[config.mk]
export PLATFORM = sky130hd
export DESIGN_NAME = seq_hit_counter
export DESIGN_NICKNAME = d
export VERILOG_FILES = /design/src/rtl/seq_hit_counter.sv
export SDC_FILE = /design/constraint.sdc
export NUM_CORES = 1
export LEC_CHECK = 0
export BUFFER_PORTS_ARGS = -buffer_cell sky130_fd_sc_hd__buf_2
export CAP_MARGIN = 20
export CORE_AREA = 3 3 59 61
export DETAILED_ROUTE_END_ITERATION = 10
export DIE_AREA = 0 0 62 64
export PLACE_DENSITY = 0.8
export REMOVE_ABC_BUFFERS = 1
export SYNTH_ARGS = -nofsm -noshare
export SYNTH_HDL_FRONTEND = slang
export SYNTH_SLANG_ARGS = --single-unit
export TNS_END_PERCENT = 100
[constraint.sdc]
create_clock -name clk -period 5.2 [get_ports clk]
set_clock_uncertainty 0.2 [all_clocks]
set_input_delay 0.52 -clock clk [delete_from_list [all_inputs] [get_ports clk]]
set_output_delay 0.52 -clock clk [all_outputs]
set_load 0.005 [all_outputs]
[src/rtl/seq_hit_counter.sv]
// seq_hit_counter: counts one-cycle match pulses from the sequence detector
// in a 2-digit BCD counter (00-99). The count is shown on a 2-digit
// multiplexed active-low seven-segment display. The block keeps a sticky
// overflow flag and accepts a synchronous clear.
//
// Ports:
//   clk        system clock, rising edge
//   clr_n      asynchronous active-low reset
//   hit        match pulse, sampled on every clk edge
//   count_clr  synchronous clear of the count and ovf (wins over hit)
//   count_bcd  [7:4] tens, [3:0] ones, BCD
//   ovf        sticky, set by a hit while the count is 99
//   seg        active-low segments, bit0=a .. bit6=g
//   an         active-low digit enables, an[0]=ones, an[1]=tens
//
// Parameters:
//   WRAP       1: 99 wraps to 00 on the next hit, 0: saturates at 99
//   SCAN_DIV   clock cycles per digit phase (>= 2)
//
// Optional build macro:
//   LEADING_ZERO_BLANK_EN  blanks the tens digit when it is 0
module seq_hit_counter #(
    parameter int unsigned WRAP     = 1,
    parameter int unsigned SCAN_DIV = 50000
) (
    input  logic       clk,
    input  logic       clr_n,
    input  logic       hit,
    input  logic       count_clr,
    output logic [7:0] count_bcd,
    output logic       ovf,
    output logic [6:0] seg,
    output logic [1:0] an
);

    localparam int unsigned SCAN_W = $clog2(SCAN_DIV);
    localparam logic [SCAN_W-1:0] SCAN_LAST = SCAN_W'(SCAN_DIV - 1);

    typedef enum logic {
        DIG_ONES = 1'b0,
        DIG_TENS = 1'b1
    } dig_e;

    logic [3:0]        ones_q, ones_d;
    logic [3:0]        tens_q, tens_d;
    logic              ovf_q, ovf_d;
    logic [SCAN_W-1:0] scan_q, scan_d;
    dig_e              sel_q, sel_d;
    logic [1:0]        an_q, an_d;
    logic [6:0]        seg_q, seg_d;
    logic [3:0]        shown_digit;

    // Active-low gfedcba decode; codes A-F cannot occur and fall back to blank.
    function automatic logic [6:0] seg_decode(input logic [3:0] d);
        logic [6:0] s;
        case (d)
            4'd0:    s = 7'b1000000;
            4'd1:    s = 7'b1111001;
            4'd2:    s = 7'b0100100;
            4'd3:    s = 7'b0110000;
            4'd4:    s = 7'b0011001;
            4'd5:    s = 7'b0010010;
            4'd6:    s = 7'b0000010;
            4'd7:    s = 7'b1111000;
            4'd8:    s = 7'b0000000;
            4'd9:    s = 7'b0010000;
            default: s = 7'b1111111;
        endcase
        return s;
    endfunction

    // BCD count with clear priority, wrap/saturate at 99 and sticky overflow.
    always_comb begin
        ones_d = ones_q;
        tens_d = tens_q;
        ovf_d  = ovf_q;
        if (count_clr) begin
            ones_d = 4'd0;
            tens_d = 4'd0;
            ovf_d  = 1'b0;
        end else if (hit) begin
            if (ones_q != 4'd9) begin
                ones_d = ones_q + 4'd1;
            end else if (tens_q != 4'd9) begin
                ones_d = 4'd0;
                tens_d = tens_q + 4'd1;
            end else begin
                ovf_d = 1'b1;
                if (WRAP != 0) begin
                    ones_d = 4'd0;
                    tens_d = 4'd0;
                end
            end
        end
    end

    // Free-running scan counter; the digit select flips as it rolls over.
    always_comb begin
        scan_d = scan_q + SCAN_W'(1);
        sel_d  = sel_q;
        if (scan_q == SCAN_LAST) begin
            scan_d = '0;
            sel_d  = (sel_q == DIG_ONES) ? DIG_TENS : DIG_ONES;
        end
    end

    // Display drive uses the next select so an/seg move on the toggle edge.
    always_comb begin
        shown_digit = (sel_d == DIG_TENS) ? tens_q : ones_q;
        an_d        = (sel_d == DIG_TENS) ? 2'b01 : 2'b10;
        seg_d       = seg_decode(shown_digit);
`ifdef LEADING_ZERO_BLANK_EN
        if ((sel_d == DIG_TENS) && (tens_q == 4'd0)) begin
            seg_d = 7'b1111111;
        end
`else
`endif
    end

    always_ff @(posedge clk or negedge clr_n) begin
        if (!clr_n) begin
            ones_q <= 4'd0;
            tens_q <= 4'd0;
            ovf_q  <= 1'b0;
            scan_q <= '0;
            sel_q  <= DIG_ONES;
            an_q   <= 2'b10;
            seg_q  <= 7'b1000000;
        end else begin
            ones_q <= ones_d;
            tens_q <= tens_d;
            ovf_q  <= ovf_d;
            scan_q <= scan_d;
            sel_q  <= sel_d;
            an_q   <= an_d;
            seg_q  <= seg_d;
        end
    end

    assign count_bcd = {tens_q, ones_q};
    assign ovf       = ovf_q;
    assign seg       = seg_q;
    assign an        = an_q;

endmodule

Word level (Yosys, flattened, before mapping)
Memories as Yosys holds them, arrays and structs flattened. A register that Yosys moved wholly into a read port is not among the register bits.
Index checks and enable logic that the tools add are counted.

operators by class
  bitwise operators = 0
  multiply operators = 0
  reductions and logical operators = 4
  divide/modulo/power cells = 0
  equality and inequality tests = 5
  shifts and indexed selects = 0
  muxes and demuxes = 16
  add/sub/neg operators = 3
  magnitude comparators = 0

operator list
  cell                                                              count
  4-bit two-way mux                                                 8
  16-bit by 1-bit adder with 16-bit output (second input constant)  1
  16-bit equality test (second input constant)                      1
  16-bit two-way mux                                                1
  4-bit by 1-bit adder with 4-bit output (second input constant)    2
  4-bit != test (second input constant)                             2
  1-bit two-way mux                                                 6
  2-bit != test (second input constant)                             2
  3-bit AND reduction                                               1
  2-bit two-way mux                                                 1
  2-bit AND reduction                                               1
  2-bit nonzero test                                                1
  1-bit zero test                                                   1

storage, ports and cells
  bits in latches = 0
  output and inout bits = 18
  bits in read-only memories = 112
  input bits = 4
  logic and storage cells = 35
  memory bits (writable) = 0
  bits in registers = 28
  memories kept = 1

memory list
  name             words  bits a word  rd ports  clocked after Yosys merged registers in  wr ports  RTL line  RTL
  (no name shown)  16     7            1         1                                        0         56        case (d)

Depth between registers and ports, before layout
Gate-level depths: netlist of the first run.

  depth in word-level cells = 5
  depth in mapped cells = 12
  depth with buffers taken out = 10

Worst setup path before layout of the first run
No wires, ideal clock.

  path type = register -> register
  from = reg scan_q[7]
  to = reg seg_q[6] (netlist: seg[6])
  slack = 2.196 ns
  buffers on the path = 2
  clock period less this slack = 3.004 ns
  cell stages (with the launch flop) = 12
  arrival time = 2.723 ns
  setup time = 0.081 ns
  data required time = 4.919 ns
  cells stage by stage = dfrtp_1 or4_4 nor4_4 xnor2_1 buf_6 buf_2 nand2_1 o21ai_0 ha_1 nor3b_1 mux2_2 a211oi_2

between the ends
  longest elaborated chain between the ends = 3

ends and longest elaborated chain
  element                 RTL line  RTL
  start, declared         47        logic [SCAN_W-1:0] scan_q, scan_d;
  start signal, assigned  133       scan_q <= scan_d;
  16-bit equality test    101       if (scan_q == SCAN_LAST) begin
  1-bit two-way mux       101
  4-bit two-way mux       109       shown_digit = (sel_d == DIG_TENS) ? tens_q : ones_q;
  end, declared           50        logic [6:0] seg_q, seg_d;

Every way passes these cells.
A chain may end at the register's enable or synchronous reset.

Final worst setup path of the first run
Ends and elaborated chain as after synthesis.

==> reports/results.tsv, run 1 <==
metric	value	unit
initial DRC count	61	
die area	3968	um^2
clk buf depth	2	
H-tree depth	2	
nets	212	
first-pass detailed-route iteration total	4	
Avg Cell Area, Syn	9.777	um^2
CP max stage delay	560	ps
main flop type after synthesis	dfrtp_1	
number of flops mapped to enable cells by yosys	0	
Yosys reg bits	34	
Tmin final	3177	ps
Via Count	1369	
CP max-delay cell	or4_4	
PD cells	249.1	nW/um^2
Startpoint Class	flop	
Overflow after GRT	0	
vias per cell	5.543	
count of input and output buffers	21	
post-route ant nets	0	
worst min path class	in2async	
RSZ-0062 raised after global routing	false	
worst hold slack	36.83	ps
vias in the first global route	1305	
Inserted Diodes	0	
WS Path Type	reg2reg	
Avg WL per Cell	13.84	um
setup TNS	0	ps
Final Hold Viols	0	
largest net degree at the start of global routing	35	
Netlist Area Pre-Place	1789	um^2
buffers and inverters on the worst path	1	
# setup viols final	0	
cell row count	20	
post_cts resized	0	
Sink Count	34	
initial core utilization	59.09	%
Syn. warnings	0	
leakage power	0.9475	nW
boundary pin count	22	
Placeable Area	3028	um^2
hold buffers post-CTS	0	
Critical Path RT	5260	ps
gate count of the mapped netlist	183	
crit share post-route	61.11	%
Yosys top cell by area	dfrtp_1	
Seq/Total Area, Yosys	47.69	%
clk_lat worst skew	330	ps
crit-path max FO	21	
RePlAce Congestion	0.8396	
Setup Fix Bufs, Post-CTS	0	
top cell family by delay on the critical path	simple AND/OR/NAND/NOR gates	
clock-pin slew on the worst setup and hold paths	100	ps
fillcell total	238	
Multi-input gate area	855.8	um^2
total global-route track usage	20.46	%
CP Capture Type	flop	
post-synth top area share	44.76	%
VDD IR max	0.0001305	V
CTS tree	built	
measured slew at the worst slew-check pin	724.8	ps
Post-synth ARST share	100.0	%
relative slew slack	51.68	%
Worst EP arrival	3230	ps
largest cells by area after synthesis	dfrtp_1, nor2_1, xor2_1	
initial antenna violation count	0	
CTS root buffer	clkbuf_4	
detailed-route wire length	3419	um
MaxCap Viol Count	0	
status	finished clean	
Highest Clock Rate	314.7	MHz
DR DRC count	0	
Area growth syn-to-layout	9.930	%
DPL Wire Length	2510	um
Reg area	853.3	um^2
critical path cell sequence	or4_4 -> nor4_4 -> xnor2_1 -> buf_4 -> mux2i_1 -> ha_1 -> nor3b_1 -> mux2_2 -> a211oi_2	
first-pass GRT wire length	6196	um
CTS Buf Count	5	
synth unique cells	39	
Die Width	62	um
final slew viol count	0	
die height	64	um
layout cells sized above 1	18.23	%
routing by layer:
metal / vias up / wire [um] / global-route usage [%] / part of all wire [%]
li1: 671 / - / - / -
met1: 659 / 1643 / 29.31 / 48
met2: 31 / 1603 / 30.18 / 47
met3: 8 / 123 / 5.051 / 3.6
met4: 0 / 49 / 6.101 / 1.4
met5: - / 0 / 0 / 0
metrics by stage:
stage               power (mW)  cell area, um^2  instances  setup WS [ps]  util, %
CTS                     0.4951             1967        247           2017    64.96
global placement        0.3417             1907        239           2149    62.98
floorplan               0.3192             1739        173           1993        -
detailed placement      0.3446             1907        239           2030    62.98
finish                  0.4899             1967        247           2023    64.96
global route            0.5185             1967        247           1801    64.96
layout by cell type, fill, tap and decap left out, types with 2 or more instances in the layout:
master    count
nor3b_1       2
dfrtp_1      32
inv_1         8
buf_2        21
nand3b_1      2
nor2_1       26
a21oi_1       8
o21ai_0      12
ha_1          6
or3_1         2
xnor2_1       8
dfstp_2       2
mux2_2        2
and3_1        4
nand3_1       8
nand4_1       3
a21o_1        3
nor2b_1       3
o221ai_1      2
a211oi_2      2
nand2_1       9
clkbuf_4      5
xor2_1        9
mux2i_1       3
nor3_1        5
cells in the mapped netlist (2+ instances only):
| library cell | n |
|---|---|
| dfrtp_1 | 32 |
| nor2_1 | 26 |
| o21ai_0 | 12 |
| nand2_1 | 9 |
| xor2_1 | 9 |
| a21oi_1 | 8 |
| inv_1 | 8 |
| nand3_1 | 8 |
| xnor2_1 | 8 |
| clkbuf_1 | 7 |
| ha_1 | 6 |
| nor3_1 | 5 |
| and3_1 | 4 |
| a21o_1 | 3 |
| mux2i_1 | 3 |
| nand4_1 | 3 |
| nor2b_1 | 3 |
| a211oi_2 | 2 |
| dfstp_2 | 2 |
| mux2_2 | 2 |
| nand3b_1 | 2 |
| nor3b_1 | 2 |
| o221ai_1 | 2 |
| or3_1 | 2 |
final cells by class:
type	count	share of cell area [%]
clock buffer	7	2.799
multi-input combinational	131	43.51
clock inverter	1	0.2545
inverter	8	1.527
timing repair buffer	22	5.725
tap	44	2.799
sequential	34	43.38
power breakdown:
group / leakage, nW / switching (mW) / total (mW) / internal (mW)
registers: 0.444 / 0.0129 / 0.287 / 0.274
logic: 0.468 / 0.0293 / 0.0523 / 0.0231
clock network: 0.0353 / 0.0853 / 0.151 / 0.0655
flip-flops by register name (all words and copies together) (netlist names):
name    count
seg         7
tens_q      4
an          2
ones_q      4
ovf         1
scan_q     16
final timing paths:
kind | start | endpoint | slack, ps | cells after the start
min in group clk | count_clr | ones_q[3] | 270 | 2
worst max-delay path | scan_q[7] | seg[6] | 2020 | 9
worst max register to register | scan_q[7] | seg[6] | 2020 | 9
worst min-delay path | clr_n | scan_q[5] | 40 | 1
max in group asynchronous | clr_n | tens_q[3] | 4300 | 1
worst min register to register | scan_q[5] | scan_q[5] | 310 | 1
worst register-to-register path: cells and delay by family, from the launching register on:
kind	cells	cell delay, ps
AND/OR/NAND/NOR	3	1100
buffers and inverters	1	260
flip-flops	1	430
AO/OA/AOI/OAI	1	140
adder cells (fa/ha/maj)	1	220
multiplexers	2	590
XOR/XNOR	1	170
logic make-up after synthesis:
logic type / count (synthesis) / synth area share [%]
multiplexers: 5 / 2.937
buffers and inverters: 18 / 4.476
AND/OR/NAND/NOR: 70 / 20.63
AO/OA/AOI/OAI: 33 / 11.75
XOR/XNOR: 17 / 8.322
flip-flops: 34 / 47.69
adder cells (fa/ha/maj): 6 / 4.196
Power figures use the tool's default switching activity.
==> inputs of run 2 (changes only) <==
--- a/config.mk
+++ b/config.mk
@@ -7,10 +7,10 @@
 export LEC_CHECK = 0
 export BUFFER_PORTS_ARGS = -buffer_cell sky130_fd_sc_hd__buf_2
 export CAP_MARGIN = 20
-export CORE_AREA = 3 3 59 61
+export CORE_AREA = 3 3 64 66
 export DETAILED_ROUTE_END_ITERATION = 10
-export DIE_AREA = 0 0 62 64
-export PLACE_DENSITY = 0.8
+export DIE_AREA = 0 0 67 69
+export PLACE_DENSITY = 0.72
 export REMOVE_ABC_BUFFERS = 1
 export SYNTH_ARGS = -nofsm -noshare
 export SYNTH_HDL_FRONTEND = slang
==> constraint.sdc (replaced) <==
create_clock -name clk -period 2.68 [get_ports clk]
set_clock_uncertainty 0.2 [all_clocks]
set_input_delay 0.268 -clock clk [delete_from_list [all_inputs] [get_ports clk]]
set_output_delay 0.268 -clock clk [all_outputs]
set_load 0.005 [all_outputs]
==> run 2 against run 1 <==
Net effect:
- cell count up 5.3%
- first-iteration DRC count decreased by 16%
- worst hold slack better by 15 ps
- setup slack worse by 1900 ps
- critical path type unchanged
- largest cell class unchanged
==> reports/results.tsv, run 2 (synthesized netlist as in run 1, its figures left out) <==
metric	value	unit	change
Via Count	1373		was 1369
first-pass detailed-route iteration total	4		unchanged
initial antenna violation count	0		unchanged
measured slew at the worst slew-check pin	741.9	ps	was 724.8 ps
relative slew slack	50.54	%	was 51.68%
clk buf depth	2		unchanged
RR Startpoint	scan_q[7]		unchanged
nets	221		was 212
combinational share of power	8.5	%	was 10.7%
die area	4623	um^2	was 3968 um^2
CTS Buf Count	5		unchanged
MaxCap Viol Count	0		unchanged
final slew viol count	0		unchanged
VDD IR max	0.0003553	V	was 0.0001305 V
FF-to-FF End	seg[6]		unchanged
Startpoint Class	flop		unchanged
Largest Register	scan_q		unchanged
clk_lat worst skew	280	ps	was 330 ps
Cell Area, Placed	1972	um^2	was 1907 um^2
WS Path Type	reg2reg		unchanged
CTS tree	built		unchanged
first-pass GRT wire length	6051	um	was 6196 um
die height	69	um	was 64 um
Placeable Area	3633	um^2	was 3028 um^2
Inserted Diodes	0		unchanged
met2 WL	1608	um	was 1603 um
initial core utilization	49.24	%	was 59.09%
status	finished clean		unchanged
crit path capture	seg[6]		unchanged
initial DRC count	51		was 61
Largest register FFs	16		unchanged
total global-route track usage	16.74	%	was 20.46%
cell row count	22		was 20
count of input and output buffers	21		unchanged
M1 WL	1725	um	was 1643 um
fin cells	260		was 247
Worst EP arrival	2600	ps	was 3230 ps
largest net degree at the start of global routing	35		unchanged
fin area	2132	um^2	was 1967 um^2
CP Capture Type	flop		unchanged
commonest non-fill, non-tap cells in the layout	dfrtp_1, nor2_1, buf_2, o21ai_0		unchanged
Tmin final	2603	ps	was 3177 ps
Die Width	67	um	was 62 um
WL met3	158	um	was 123 um
post-route ant nets	0		unchanged
RePlAce Congestion	0.8786		was 0.8396
DR DRC count	0		unchanged
placed insts	250		was 239
Worst Reg-to-Reg Cells	8		was 9
# setup viols final	0		unchanged
PD cells	582.1	nW/um^2	was 249.1 nW/um^2
leakage power	1.030	nW	was 0.9475 nW
CTS root buffer	clkbuf_8		was clkbuf_4
worst min path class	in2reg		was in2async
DPL Wire Length	2525	um	was 2510 um
most common cell after layout, fill and taps aside	dfrtp_1		unchanged
layout cells sized above 1	22.17	%	was 18.23%
clock-pin slew on the worst setup and hold paths	70	ps	was 100 ps
DR top layer	met4		unchanged
Highest Clock Rate	384.1	MHz	was 314.7 MHz
switching power of the nets	0.2649	mW	was 0.1274 mW
Reg power frac	44.9	%	was 58.5%
Sink Count	34		unchanged
vias in the first global route	1328		was 1305
crit share post-route	97.14	%	was 61.11%
Final Hold Viols	0		unchanged
detailed-route wire length	3513	um	was 3419 um
worst hold slack	51.61	ps	was 36.83 ps
Overflow after GRT	0		unchanged
Clk pwr share	46.6	%	was 30.8%
Area growth syn-to-layout	19.16	%	was 9.930%
boundary pin count	22		unchanged
reg-to-reg setup timing slack	80	ps	was 2020 ps
critical path startpoint	scan_q[7]		unchanged
vias per cell	5.281		was 5.543
H-tree depth	2		unchanged
crit-path max FO	5		was 21
Critical Path RT	2680	ps	was 5260 ps
Avg WL per Cell	13.51	um	was 13.84 um
Sw Share	21.34	%	was 26.01%
P_int	0.9762	mW	was 0.3625 mW
[run 2: how the worst min path moves through the flow]
| stage | from | end | slack [ps] | depth (start not counted) |
|---|---|---|---|---|
| floorplan | clr_n | an[0] | -230 | 0 |
| global placement | clr_n | scan_q[15] | 180 | 1 |
| detailed placement | clr_n | scan_q[15] | 180 | 1 |
| CTS | count_clr | ones_q[1] | 50 | 2 |
| global route | count_clr | ones_q[1] | 60 | 2 |
| finish | count_clr | ones_q[3] | 50 | 2 |
[run 2: power by group through the flow]
stage	sequential [mW]	clock, mW	combinational, mW
detailed placement	0.566	0	0.104
finish	0.557	0.578	0.105
global route	0.561	0.614	0.123
floorplan	0.564	0	0.0552
CTS	0.557	0.594	0.105
global placement	0.566	0	0.102
[run 2: cell type report]
class / instances / area [um^2]
flip-flops and latches: 34 / 853.3
fillers: 349 / 1501
clock inverters: 2 / 60.06
repair buffers: 31 / 182.7
inverters: 8 / 30.03
well taps: 48 / 60.06
multi-input cells: 131 / 863.3
clock buffers: 6 / 82.58
[run 2: stage by stage]
stage	power (mW)	TNS [ps]	util, %	setup WS, ps
6_report	1.241	0	58.68	76.68
5_1_grt	1.298	-113.1	58.68	-57.00
4_1_cts	1.256	0	58.47	39.96
3_5_place_dp	0.6701	0	54.27	70.85
3_3_place_gp	0.6683	0	54.27	98.87
2_1_floorplan	0.6193	-2029	-	-527.3
[run 2: repair_timing]
item	in CTS	in global routing
setup buffers	0	1
setup endpoints to repair	0	3
endpoints found under the hold margin	32	0
hold buffers	1	0
resized for setup	0	0
[run 2: layer usage]
metal / up-vias / GRT usage, %
met5: - / 0
met4: 0 / 2.027
met3: 2 / 5.375
met2: 31 / 25.33
met1: 651 / 24.11
li1: 689 / -
[run 2: critical path, stage by stage (launching register included)]
cell      delay [ps]
dfrtp_1          380
or4_4            540
nor4_4           210
xnor2_2          190
mux2i_1          310
ha_1             210
nor3b_1           50
mux2_2           290
a211oi_2         140
==> inputs of run 3 (changes only) <==
--- a/config.mk
+++ b/config.mk
@@ -5,9 +5,10 @@
 export SDC_FILE = /design/constraint.sdc
 export NUM_CORES = 1
 export LEC_CHECK = 0
-export BUFFER_PORTS_ARGS = -buffer_cell sky130_fd_sc_hd__buf_2
+export BUFFER_PORTS_ARGS = -buffer_cell sky130_fd_sc_hd__buf_4
 export CAP_MARGIN = 20
 export CORE_AREA = 3 3 64 66
+export CTS_CLUSTER_DIAMETER = 50
 export DETAILED_ROUTE_END_ITERATION = 10
 export DIE_AREA = 0 0 67 69
 export PLACE_DENSITY = 0.72
==> run 3 against run 2 <==
Net effect:
- non-clock buffer count rose by 3
- sequential share of layout area is 1.4 points lower
- die area unchanged
- highest routed layer unchanged
- clock-buffer cell count fell by 1
- register-to-register slack got worse by 100 ps
- the run now ends with negative setup slack left
- critical path type unchanged
==> reports/results.tsv, run 3 (synthesized netlist as in run 1, its figures left out) <==
metric	value	unit	change
first-pass detailed-route iteration total	4		unchanged
leakage power	1.031	nW	was 1.030 nW
status	complete, but fails checks		was finished clean
boundary pin count	22		unchanged
placed insts	251		was 250
CP max stage delay	550	ps	was 540 ps
DPL Wire Length	2619	um	was 2525 um
critical path cell sequence	or4_4 -> nor4_4 -> xnor2_2 -> mux2i_2 -> ha_4 -> nor3b_2 -> mux2_4 -> a211oi_2		was or4_4 -> nor4_4 -> xnor2_2 -> mux2i_1 -> ha_1 -> nor3b_1 -> mux2_2 -> a211oi_2
VDD IR max	0.0002389	V	was 0.0003553 V
CP Capture Type	flop		unchanged
crit-path max FO	4		was 5
DR DRC count	0		unchanged
worst hold slack	126.2	ps	was 51.61 ps
commonest non-fill, non-tap cells in the layout	dfrtp_1, buf_4, nor2_1, o21ai_0		was dfrtp_1, nor2_1, buf_2, o21ai_0
CTS root buffer	clkbuf_8		unchanged
CTS Buf Count	5		unchanged
detailed-route wire length	3591	um	was 3513 um
Worst EP arrival	2720	ps	was 2600 ps
crit share post-route	100.9	%	was 97.14%
Final Hold Viols	0		unchanged
cell row count	22		unchanged
layout cells sized above 1	24.65	%	was 22.17%
CTS tree	built		unchanged
Inserted Diodes	0		unchanged
Die Width	67	um	unchanged
Startpoint Class	flop		unchanged
total global-route track usage	17.47	%	was 16.74%
vias in the first global route	1335		was 1328
first-pass GRT wire length	6203	um	was 6051 um
Overflow after GRT	0		unchanged
initial antenna violation count	0		unchanged
Highest Clock Rate	369.9	MHz	was 384.1 MHz
initial DRC count	80		was 51
die area	4623	um^2	unchanged
Via Count	1413		was 1373
GRT met1 Usage	22.58	%	was 24.11%
H-tree depth	2		unchanged
initial core utilization	49.24	%	unchanged
clk buf depth	2		unchanged
die height	69	um	unchanged
Sink Count	34		unchanged
failing checks	negative setup slack		
measured slew at the worst slew-check pin	467.6	ps	was 741.9 ps
largest net degree at the start of global routing	35		unchanged
grt met3 use	6.026	%	was 5.375%
Area growth syn-to-layout	23.43	%	was 19.16%
MaxCap Viol Count	0		unchanged
relative slew slack	68.83	%	was 50.54%
final slew viol count	0		unchanged
Largest Register	scan_q		unchanged
fillcell total	316		was 349
# setup viols final	1		was 0
post-route ant nets	0		unchanged
overall power	1.145	mW	was 1.241 mW
RePlAce Congestion	0.8230		was 0.8786
setup TNS	-23.13	ps	was 0 ps
Placeable Area	3633	um^2	unchanged
buffers and inverters on the worst path	0		unchanged
PD cells	518.4	nW/um^2	was 582.1 nW/um^2
top cell family by delay on the critical path	simple AND/OR/NAND/NOR gates		unchanged
fin cells	263		was 260
worst min path class	in2reg		unchanged
Tmin final	2703	ps	was 2603 ps
RSZ-0062 raised after global routing	true		
count of input and output buffers	21		unchanged
final worst slack	-23.13	ps	was 76.68 ps
clock-pin slew on the worst setup and hold paths	70	ps	about the same
met2 Use GR	26.53	%	was 25.33%
WS Path Type	reg2reg		unchanged
Avg WL per Cell	13.65	um	was 13.51 um
clk_lat worst skew	290	ps	was 280 ps
post-layout util	60.78	%	was 58.68%
vias per cell	5.373		was 5.281
Largest register FFs	16		unchanged
GR peak layer	met2		unchanged
Critical Path RT	2690	ps	was 2680 ps
CP max-delay cell	or4_4		unchanged
nets	224		was 221
## run 3: worst paths after layout
kind / from / end / slack, ps / cells past startpoint
min in group asynchronous: clr_n / scan_q[7] / 260 / 2
worst max-delay path: scan_q[7] / seg[6] / -20 / 8
worst min register to register: scan_q[0] / scan_q[0] / 290 / 1
max in group asynchronous: clr_n / an[1] / 1690 / 2
worst max register to register: scan_q[7] / seg[6] / -20 / 8
worst min-delay path: hit / ones_q[3] / 130 / 4
## run 3: layer usage
metal | routed length [um] | vias up | share of wire (%)
met5 | 0 | - | 0
met4 | 48 | 0 | 1.3
met3 | 165 | 6 | 4.6
met2 | 1779 | 24 | 50
met1 | 1597 | 690 | 44
li1 | - | 693 | -
## run 3: worst min-delay path: stages
cell	delay [ps]
buf_4	110
o21ai_0	70
nand2_1	70
a21oi_1	60
## run 3: timing repair
| item | CTS | global route |
|---|---|---|
| hold endpoints to repair | 37 | 0 |
| hold buffers | 2 | 0 |
| pin swaps | 2 | 3 |
| gates resized for setup | 0 | 8 |
| setup endpoints to repair | 2 | 4 |
| setup buffers | 1 | 1 |
## run 3: where the power goes
group	internal (mW)	total, mW	switching [mW]	leakage, nW
clock network	0.276	0.464	0.188	0.0504
registers	0.532	0.558	0.0265	0.444
logic	0.0622	0.122	0.0599	0.537
total	0.871	1.14	0.274	1.03
## run 3: cell type report
class	count	area, um^2	share of cell area [%]
clock inverter	3	45.04	2.040
sequential	34	853.3	38.64
timing repair buffer	34	260.3	11.78
clock buffer	5	68.82	3.116
tap	48	60.06	2.720
multi-input combinational	131	888.4	40.23
inverter	8	32.53	1.473
## run 3: metrics by stage
stage                     cell area (um^2)  worst slack (ps)
after floorplan                       1739            -527.3
after global placement                2032             69.38
after detailed placement              2032            -58.04
after CTS                             2173             33.12
after global routing                  2208            -124.1
final                                 2208            -23.13
